File: src/rtl/character_motion_ctrl.sv
// Per-frame sprite motion controller: gravity, grounded jump, walking,
// collision blocking and play-field clamping, handshaked by enable/done.
module character_motion_ctrl #(
   parameter int POS_W      = 8,
   parameter int JUMP_W     = 6,
   parameter int JUMP_INIT  = 16,
   parameter int FALL_SPEED = 1,
   parameter int WALK_SPEED = 1,
   parameter int X_START    = 72,
   parameter int Y_START    = 0,
   parameter int X_MIN      = 0,
   parameter int X_MAX      = 143,
   parameter int Y_MAX      = 103
) (
   input  logic              clock,
   input  logic              resetn,
   input  logic              enable,
   input  logic              jump,
   input  logic              move_left,
   input  logic              move_right,
   input  logic              left_blocked,
   input  logic              right_blocked,
   input  logic              up_blocked,
   input  logic              down_blocked,
   output logic [POS_W-1:0]  x_position,
   output logic [POS_W-1:0]  y_position,
   output logic [JUMP_W-1:0] jump_factor,
   output logic              airborne,
   output logic              done
);

   localparam int SW = POS_W + 2;

   localparam logic signed [SW-1:0] FALL_D = SW'(FALL_SPEED);
   localparam logic signed [SW-1:0] WALK_D = SW'(WALK_SPEED);
   localparam logic signed [SW-1:0] XMIN_S = SW'(X_MIN);
   localparam logic signed [SW-1:0] XMAX_S = SW'(X_MAX);
   localparam logic signed [SW-1:0] YMAX_S = SW'(Y_MAX);

   typedef enum logic [1:0] {S_IDLE, S_CALC, S_DONE} ctrl_t;
   typedef enum logic [1:0] {J_GROUND, J_RISING, J_FALLING} jst_t;

   ctrl_t             state, state_nx;
   jst_t              jst, jst_nx;
   logic [JUMP_W-1:0] jf_nx;
   logic [POS_W-1:0]  x_nx, y_nx;
   logic              jump_req;
   logic              calc;

   logic signed [SW-1:0] jf_ext, dy, dx, y_sum, x_sum;

   assign calc = (state == S_CALC);

   // Control FSM state register
   always_ff @(posedge clock or negedge resetn) begin
      if (!resetn) state <= S_IDLE;
      else         state <= state_nx;
   end

   // Control FSM next-state: one calculate cycle per frame request
   always_comb begin
      state_nx = state;
      unique case (state)
         S_IDLE:  if (enable)  state_nx = S_CALC;
         S_CALC:               state_nx = S_DONE;
         S_DONE:  if (!enable) state_nx = S_IDLE;
         default:              state_nx = S_IDLE;
      endcase
   end

   // Control FSM outputs
   always_comb begin
      done = (state == S_DONE);
   end

   // Sticky jump request; a press in the consuming cycle survives
   always_ff @(posedge clock or negedge resetn) begin
      if (!resetn) jump_req <= 1'b0;
      else         jump_req <= jump | (jump_req & ~calc);
   end

   // Jump FSM and motion state register, updated once per frame
   always_ff @(posedge clock or negedge resetn) begin
      if (!resetn) begin
         jst         <= J_FALLING;
         jump_factor <= '0;
         x_position  <= POS_W'(X_START);
         y_position  <= POS_W'(Y_START);
      end else if (calc) begin
         jst         <= jst_nx;
         jump_factor <= jf_nx;
         x_position  <= x_nx;
         y_position  <= y_nx;
      end
   end

   // Jump FSM next-state and impulse bookkeeping
   always_comb begin
      jst_nx = jst;
      jf_nx  = jump_factor;
      unique case (jst)
         J_GROUND: begin
            if (jump_req && down_blocked) begin
               jst_nx = J_RISING;
               jf_nx  = JUMP_W'(JUMP_INIT);
            end else if (!down_blocked) begin
               jst_nx = J_FALLING;
            end
         end
         J_RISING: begin
            if (up_blocked || jump_factor <= JUMP_W'(1)) begin
               jst_nx = J_FALLING;
               jf_nx  = '0;
            end else begin
               jf_nx  = jump_factor - JUMP_W'(1);
            end
         end
         J_FALLING: begin
            jf_nx = '0;
            if (down_blocked) jst_nx = J_GROUND;
         end
         default: begin
            jst_nx = J_FALLING;
            jf_nx  = '0;
         end
      endcase
   end

   // Jump FSM outputs
   always_comb begin
      airborne = (jst != J_GROUND);
   end

   // Position step with saturation to the play-field
   always_comb begin
      jf_ext = $signed({{(SW-JUMP_W){1'b0}}, jump_factor});
      dy     = (down_blocked ? '0 : FALL_D) - (up_blocked ? '0 : jf_ext);
      y_sum  = $signed({2'b00, y_position}) + dy;
      if (y_sum < 0)           y_nx = '0;
      else if (y_sum > YMAX_S) y_nx = POS_W'(Y_MAX);
      else                     y_nx = y_sum[POS_W-1:0];

      dx = '0;
      if (move_right && !right_blocked && !move_left) dx = WALK_D;
      if (move_left && !left_blocked && !move_right)  dx = -WALK_D;
      x_sum = $signed({2'b00, x_position}) + dx;
      if (x_sum < XMIN_S)      x_nx = POS_W'(X_MIN);
      else if (x_sum > XMAX_S) x_nx = POS_W'(X_MAX);
      else                     x_nx = x_sum[POS_W-1:0];
   end

endmodule

File: config.mk
export PLATFORM = sky130hd
export DESIGN_NAME = character_motion_ctrl
export DESIGN_NICKNAME = d
export VERILOG_FILES = /design/src/rtl/character_motion_ctrl.sv
export SDC_FILE = /design/constraint.sdc
export NUM_CORES = 1
export LEC_CHECK = 0
export ABC_CLOCK_PERIOD_IN_PS = 3300
export BUFFER_PORTS_ARGS = -buffer_cell sky130_fd_sc_hd__buf_2
export CAP_MARGIN = 40
export CORE_ASPECT_RATIO = 1.75
export CORE_MARGIN = 2
export CORE_UTILIZATION = 45
export DETAILED_ROUTE_END_ITERATION = 10
export GPL_ROUTABILITY_DRIVEN = 1
export PLACE_DENSITY = 0.68
export REMOVE_ABC_BUFFERS = 1
export SYNTH_ARGS = -nofsm -noshare
export SYNTH_HDL_FRONTEND = slang
export SYNTH_SLANG_ARGS = --single-unit
File: constraint.sdc
create_clock -name clock -period 3.3 [get_ports clock]
set_clock_uncertainty 0.2 [all_clocks]
set_input_delay 0.99 -clock clock [delete_from_list [all_inputs] [get_ports clock]]
set_output_delay 0.99 -clock clock [all_outputs]
set_load 0.02 [all_outputs]
; ---- Word-level counts from Yosys, hierarchy flattened
; Index checks and enable logic that the tools add are counted.
[word_totals]
reg_bits = 27
word_cells = 63
[classes]
addsub = 4
order_cmp = 5
eq_ne = 10
muxes = 19
bitwise_logic = 3
reduce_logical = 16
[ops]
columns = op, n
row1 = two-way mux 8 bit, 4
row2 = < comparator 10 x 1 -> 1 bit (second input constant), 2
row3 = two-way mux 6 bit, 3
row4 = two-way mux 2 bit, 6
row5 = case mux 2 bit (3 select lines), 2
row6 = case mux 6 bit (2 select lines), 1
row7 = adder 9 x 10 -> 10 bit, 1
row8 = adder 9 x 7 -> 10 bit, 1
row9 = > comparator 10 x 8 -> 1 bit (second input constant), 1
row10 = > comparator 10 x 9 -> 1 bit (second input constant), 1
row11 = two-way mux 10 bit, 1
row12 = != test 2 bit (second input constant), 5
row13 = subtractor 1 x 6 -> 7 bit, 1
row14 = <= comparator 6 x 1 -> 1 bit (second input constant), 1
row15 = subtractor 6 x 1 -> 6 bit (second input constant), 1
row16 = logical AND 1 bit, 5
row17 = equality test 2 x 1 -> 1 bit (second input constant), 2
row18 = equality test 2 bit (second input constant), 2
row19 = zero test 1 bit, 4
row20 = zero test 2 bit, 2
row21 = AND reduction 2 bit, 2
row22 = AND reduction 4 bit, 1
row23 = != test 3 bit (second input constant), 1
row24 = two-way mux 1 bit, 2
row25 = 5 further kinds, 5

; ---- Depth between registers and ports, before layout
[logic_depth]
depth_word = 9
mapped_depth = 15
ltp_nobuf = 15

; ---- Worst setup path after synthesis
; OpenSTA, ideal clock, no wires.
[synth_timing]
kind = input -> register
startpoint = input port up_blocked
endpoint = register y_position[2]
setup_ns = 0.129
arrival_ns = 3.747
path_slack_ns = -0.776
stages = 15
n_path_buf = 1
path_cell_list = clkbuf_1 nor2_1 ha_1 nor3_1 nand2_1 and3_1 a221oi_1 ha_1 and3_1 a221oi_2 xor2_1 nor2_1 a31o_1 o311ai_0 nand2_1
[synth_via]
elab_chain_cells = 6
[synth_lines]
columns = item, line
row1 = "start, declared", 23  ; input logic up_blocked,
row2 = two-way mux 6 bit *, 137  ; dy = (down_blocked ? '0 : FALL_D) - (up_blocked ? '0 : jf_ext);
row3 = subtractor 1 x 6 -> 7 bit *, 137
row4 = adder 9 x 7 -> 10 bit *, 138  ; y_sum = $signed({2'b00, y_position}) + dy;
row5 = > comparator 10 x 8 -> 1 bit, 140  ; else if (y_sum > YMAX_S) y_nx = POS_W'(Y_MAX);
row6 = two-way mux 8 bit, 140
row7 = two-way mux 8 bit *, 139  ; if (y_sum < 0) y_nx = '0;
row8 = "end signal, assigned", 88  ; y_position <= POS_W'(Y_START);
row9 = "end signal, assigned", 93  ; y_position <= y_nx;
row10 = "end, declared", 26  ; output logic [POS_W-1:0] y_position,
; Every way passes the cells marked *; elsewhere a longest branch is shown, timed or not.
; A chain may end at the register's enable or synchronous reset.

; ---- Worst setup path after layout
[layout_timing]
startpoint = input port left_blocked
endpoint = register x_position[5]
[layout_via]
elab_chain_cells = 8
[layout_lines]
columns = item, line
row1 = "start, declared", 21  ; input logic left_blocked,
row2 = zero test 1 bit *, 145  ; if (move_left && !left_blocked && !move_right) dx = -WALK_D;
row3 = logical AND 1 bit * (2 in a row), 145
row4 = two-way mux 10 bit *, 145
row5 = adder 9 x 10 -> 10 bit *, 146  ; x_sum = $signed({2'b00, x_position}) + dx;
row6 = > comparator 10 x 9 -> 1 bit, 148  ; else if (x_sum > XMAX_S) x_nx = POS_W'(X_MAX);
row7 = two-way mux 8 bit, 148
row8 = two-way mux 8 bit *, 147  ; if (x_sum < XMIN_S) x_nx = POS_W'(X_MIN);
row9 = "end signal, assigned", 87  ; x_position <= POS_W'(X_START);
row10 = "end signal, assigned", 92  ; x_position <= x_nx;
row11 = "end, declared", 25  ; output logic [POS_W-1:0] x_position,
; Marked as above.

==> impl_metrics.py <==
metrics = {
    "setup_path": {
        "r2r-start": "jump_factor[0]$_DFFE_PN0P_",
        "startpoint": "left_blocked",
        "arrival_ps": 3600,
        "critPathKind": "in2reg",
        "r2r_cells": 15,
        "cp-end-kind": "flip-flop",
        "startpoint_type": "primary input",
        "r2r_slack_ps": -20,
        "cp.required_ps": 3280,
        "cp_max_fo": 5,
    },
    "placement": {
        "place_inst": 406,
        "io_buffers": 33,
        "dp_hpwl_um": 5120,
        "dpl_cell_area_um2": 3000,
        "gp_congestion": 0.930,
    },
    "yosys": {
        "yosysSeqAreaShare_pct": 29.2,
        "ys.flop_type": "dfrtp_1",
        "synth.top_cell.area_share_pct": 25.8,
        "yosys-top-cells-area": "dfrtp_1 (26%), ha_1 (12%), nor2_1 (5.2%)",
        "netlist_area_um2": 2330,
        "synth-seq-cells": 27,
        "ys_warn_count": 0,
        "synth_edf_count": 0,
        "synth_cells": 264,
        "synth_top_family_by_area": "compound AO/OA/AOI/OAI gates",
        "async_reset_ff_share_pct": 100,
        "synth_compound_area_share_pct": 29.2,
        "synth_mux_area_share_pct": 1.07,
        "synth.distinct_cells": 59,
        "synth_simple_gate_area_share_pct": 18.4,
        "synthAdderAreaFrac_pct": 14.1,
        "synth_top_area_cell": "dfrtp_1",
        "synthXorXnorAreaFrac_pct": 5.27,
        "syn_area_per_cell_um2": 8.82,
    },
    "clock_network": {
        "clkLatencyLatePin_ps": 280,
        "htree_levels": 1,
        "clock_path_buffers": 2,
        "cts.sinks": 27,
        "path_clk_slew_ps": 100,
        "cts_tree": "done",
        "cts-root-buf": "clkbuf_8",
        "numCtsBuffers": 3,
    },
    "route": {
        "drc": 0,
        "drt-initial-drc-count": 146,
        "dr_total_vias": 2564,
        "viasPerCell": 6.02,
        "routedWlPerCell_um": 17.3,
        "route.antenna.remaining_nets": 0,
        "dr.pass1.iters": 4,
        "wl_um": 7390,
    },
    "sta": {
        "fin_ws_ps": -317,
        "maxSlewHeadroom_pct": 57.3,
        "timing.final.crit_share_pct": 110,
        "fin_crit_ps": 3620,
        "fin_tns_setup_ps": -3870,
        "rsz0062_at_grt": "yes",
        "tightest_slew_ps": 641,
        "hold_violations": 0,
        "max_clock_freq_mhz": 277,
        "setup_viol": 15,
        "slew_violations": 0,
    },
    "cells_and_area": {
        "nets": 408,
        "num_antenna_cells": 0,
        "layout_common_cells": "buf_4 (73), nor2_1 (28), buf_2 (28)",
        "drive_above_1_share_pct": 47.3,
        "final_cell_area_um2": 3570,
        "mostFrequentLayoutCell": "buf_4",
        "layoutNonFillerInstCount": 426,
        "area_growth_syn_to_layout_pct": 53.2,
    },
    "grt": {
        "grt_pass1_vias": 2639,
        "antenna_found_initial": 0,
        "grt_max_degree": 28,
        "grt_first_pass_wirelength_um": 12000,
        "overflow": 0,
        "grt.total_usage_pct": 26.3,
    },
    "run_status": {
        "status": "finished with violations",
        "violations": "negative setup slack",
    },
    "pwr": {
        "seqPwrFrac_pct": 17.7,
        "combPwrFrac_pct": 76.5,
        "swShare_pct": 47.1,
        "power_density_nw_per_um2": 977,
        "switching_power_mw": 1.64,
        "finalPower_mw": 3.48,
        "internal_power_mw": 1.84,
        "ir_worst_vdd_mv": 0.838,
        "p_leak_nw": 1.72,
        "power_frac_clock_pct": 5.7,
    },
    "floorplanning": {
        "ioPinCount": 34,
        "start_util_pct": 46.8,
        "die_h_um": 99.2,
        "dieArea_um2": 5790,
        "core_um2": 4980,
        "num_rows": 34,
        "die_w_um": 58.4,
    },
    "run": {
        "drv_cap": 0,
    },
    "hold_path": {
        "hp-start": "state[1]$_DFFE_PN0P_",
        "hp-class": "reg2reg",
        "min_path_cells": 1,
    },
}
[metal layers]
metal / routed length, µm / GRT usage, % / vias up
met3: 211 / 2.21 / 23
li1: - / - / 1200
met2: 4310 / 51.7 / 70
met4: 282 / 12.0 / 0
met5: 0 / 0 / -
met1: 2580 / 26.2 / 1271
[critical path, cell delays in order]
cell and delay, ps:
buf_6 90, or3b_4 400, inv_2 110, ha_1 260, a211oi_2 260, o21ai_2 110, a211o_1 330, buf_4 170
nand3_1 150, nand2_1 80, a221o_1 350, a32o_2 290
[flip-flops by register name, summed over array words and instances (netlist names)]
| register | count |
|---|---|
| x_position | 8 |
| y_position | 8 |
| jump_factor | 6 |
| jst | 2 |
| state | 2 |
| jump_req | 1 |
[through the flow]
stage          worst slack (ps)  hold slack (ps)  utilization, %
2_1_floorplan              -732              236               -
3_3_place_gp               -973              257            60.3
3_5_place_dp               -969              265            60.3
4_1_cts                    -326              280            68.5
5_1_grt                    -388              320            71.7
6_report                   -317              280            71.7
[kinds of logic (layout without fill, tap and decap cells)]
group           count (synthesis)  in the layout
buf+inv                        17            125
simple gates                   91             91
compound gates                 88             88
mux                             2              2
xor+xnor                       14             14
fa+ha+maj                      25             25
flops                          27             27
[power groups by stage]
stage / Sequential, mW / Clock (mW) / Combinational, mW
4_1_cts: 0.607 / 0.203 / 2.48
5_1_grt: 0.636 / 0.215 / 2.88
2_1_floorplan: 0.720 / 0 / 1.10
3_3_place_gp: 0.603 / 0 / 1.96
6_report: 0.617 / 0.200 / 2.67
3_5_place_dp: 0.604 / 0 / 2.02
[worst paths after layout]
check / to
setup / recovery: x_position[5]$_DFFE_PN0P_
hold / removal: state[0]$_DFFE_PN0P_
setup reg to reg: y_position[0]$_DFFE_PN0P_
hold reg to reg: state[0]$_DFFE_PN0P_
max in group asynchronous: y_position[5]$_DFFE_PN0P_
min in group asynchronous: y_position[3]$_DFFE_PN0P_
[synth_stat cells, types with 2 or more instances]
master,n
a22o_1,2
o311ai_0,4
a211oi_2,3
o21a_1,2
o21ai_0,15
a31oi_1,3
o31ai_1,4
nand2_1,21
or2_2,3
a211oi_1,2
nor4_1,3
dfrtp_1,24
xnor2_1,7
a21oi_1,12
nor2_1,32
and3_1,2
xor2_1,7
a32o_1,3
a221o_1,5
a211o_1,2
clkbuf_1,6
dfstp_2,3
o311a_1,2
nand2b_1,6
and2_1,3
nand3_1,4
o21ai_1,3
inv_1,10
a21o_1,7
nor3_1,8
fa_1,2
nor2b_1,4
ha_1,23
nand4_1,2
[layout make-up]
class / instances / area (µm²)
clock buffers: 3 / 41.3
clock inverters: 1 / 7.51
fillers: 356 / 1410
inverters: 10 / 40.0
multi-input cells: 220 / 1930
flip-flops and latches: 27 / 679
well taps: 54 / 67.6
repair buffers: 111 / 805
[what timing repair did]
action | in CTS | in global routing
pin swaps | 37 | 17
endpoints found under the hold margin | 0 | 0
hold buffers | 0 | 0
endpoints found under the setup margin | 15 | 15
setup buffers | 14 | 2
gates cloned | 0 | 0
resized for setup | 59 | 21
(Power assumes the default switching activity.)
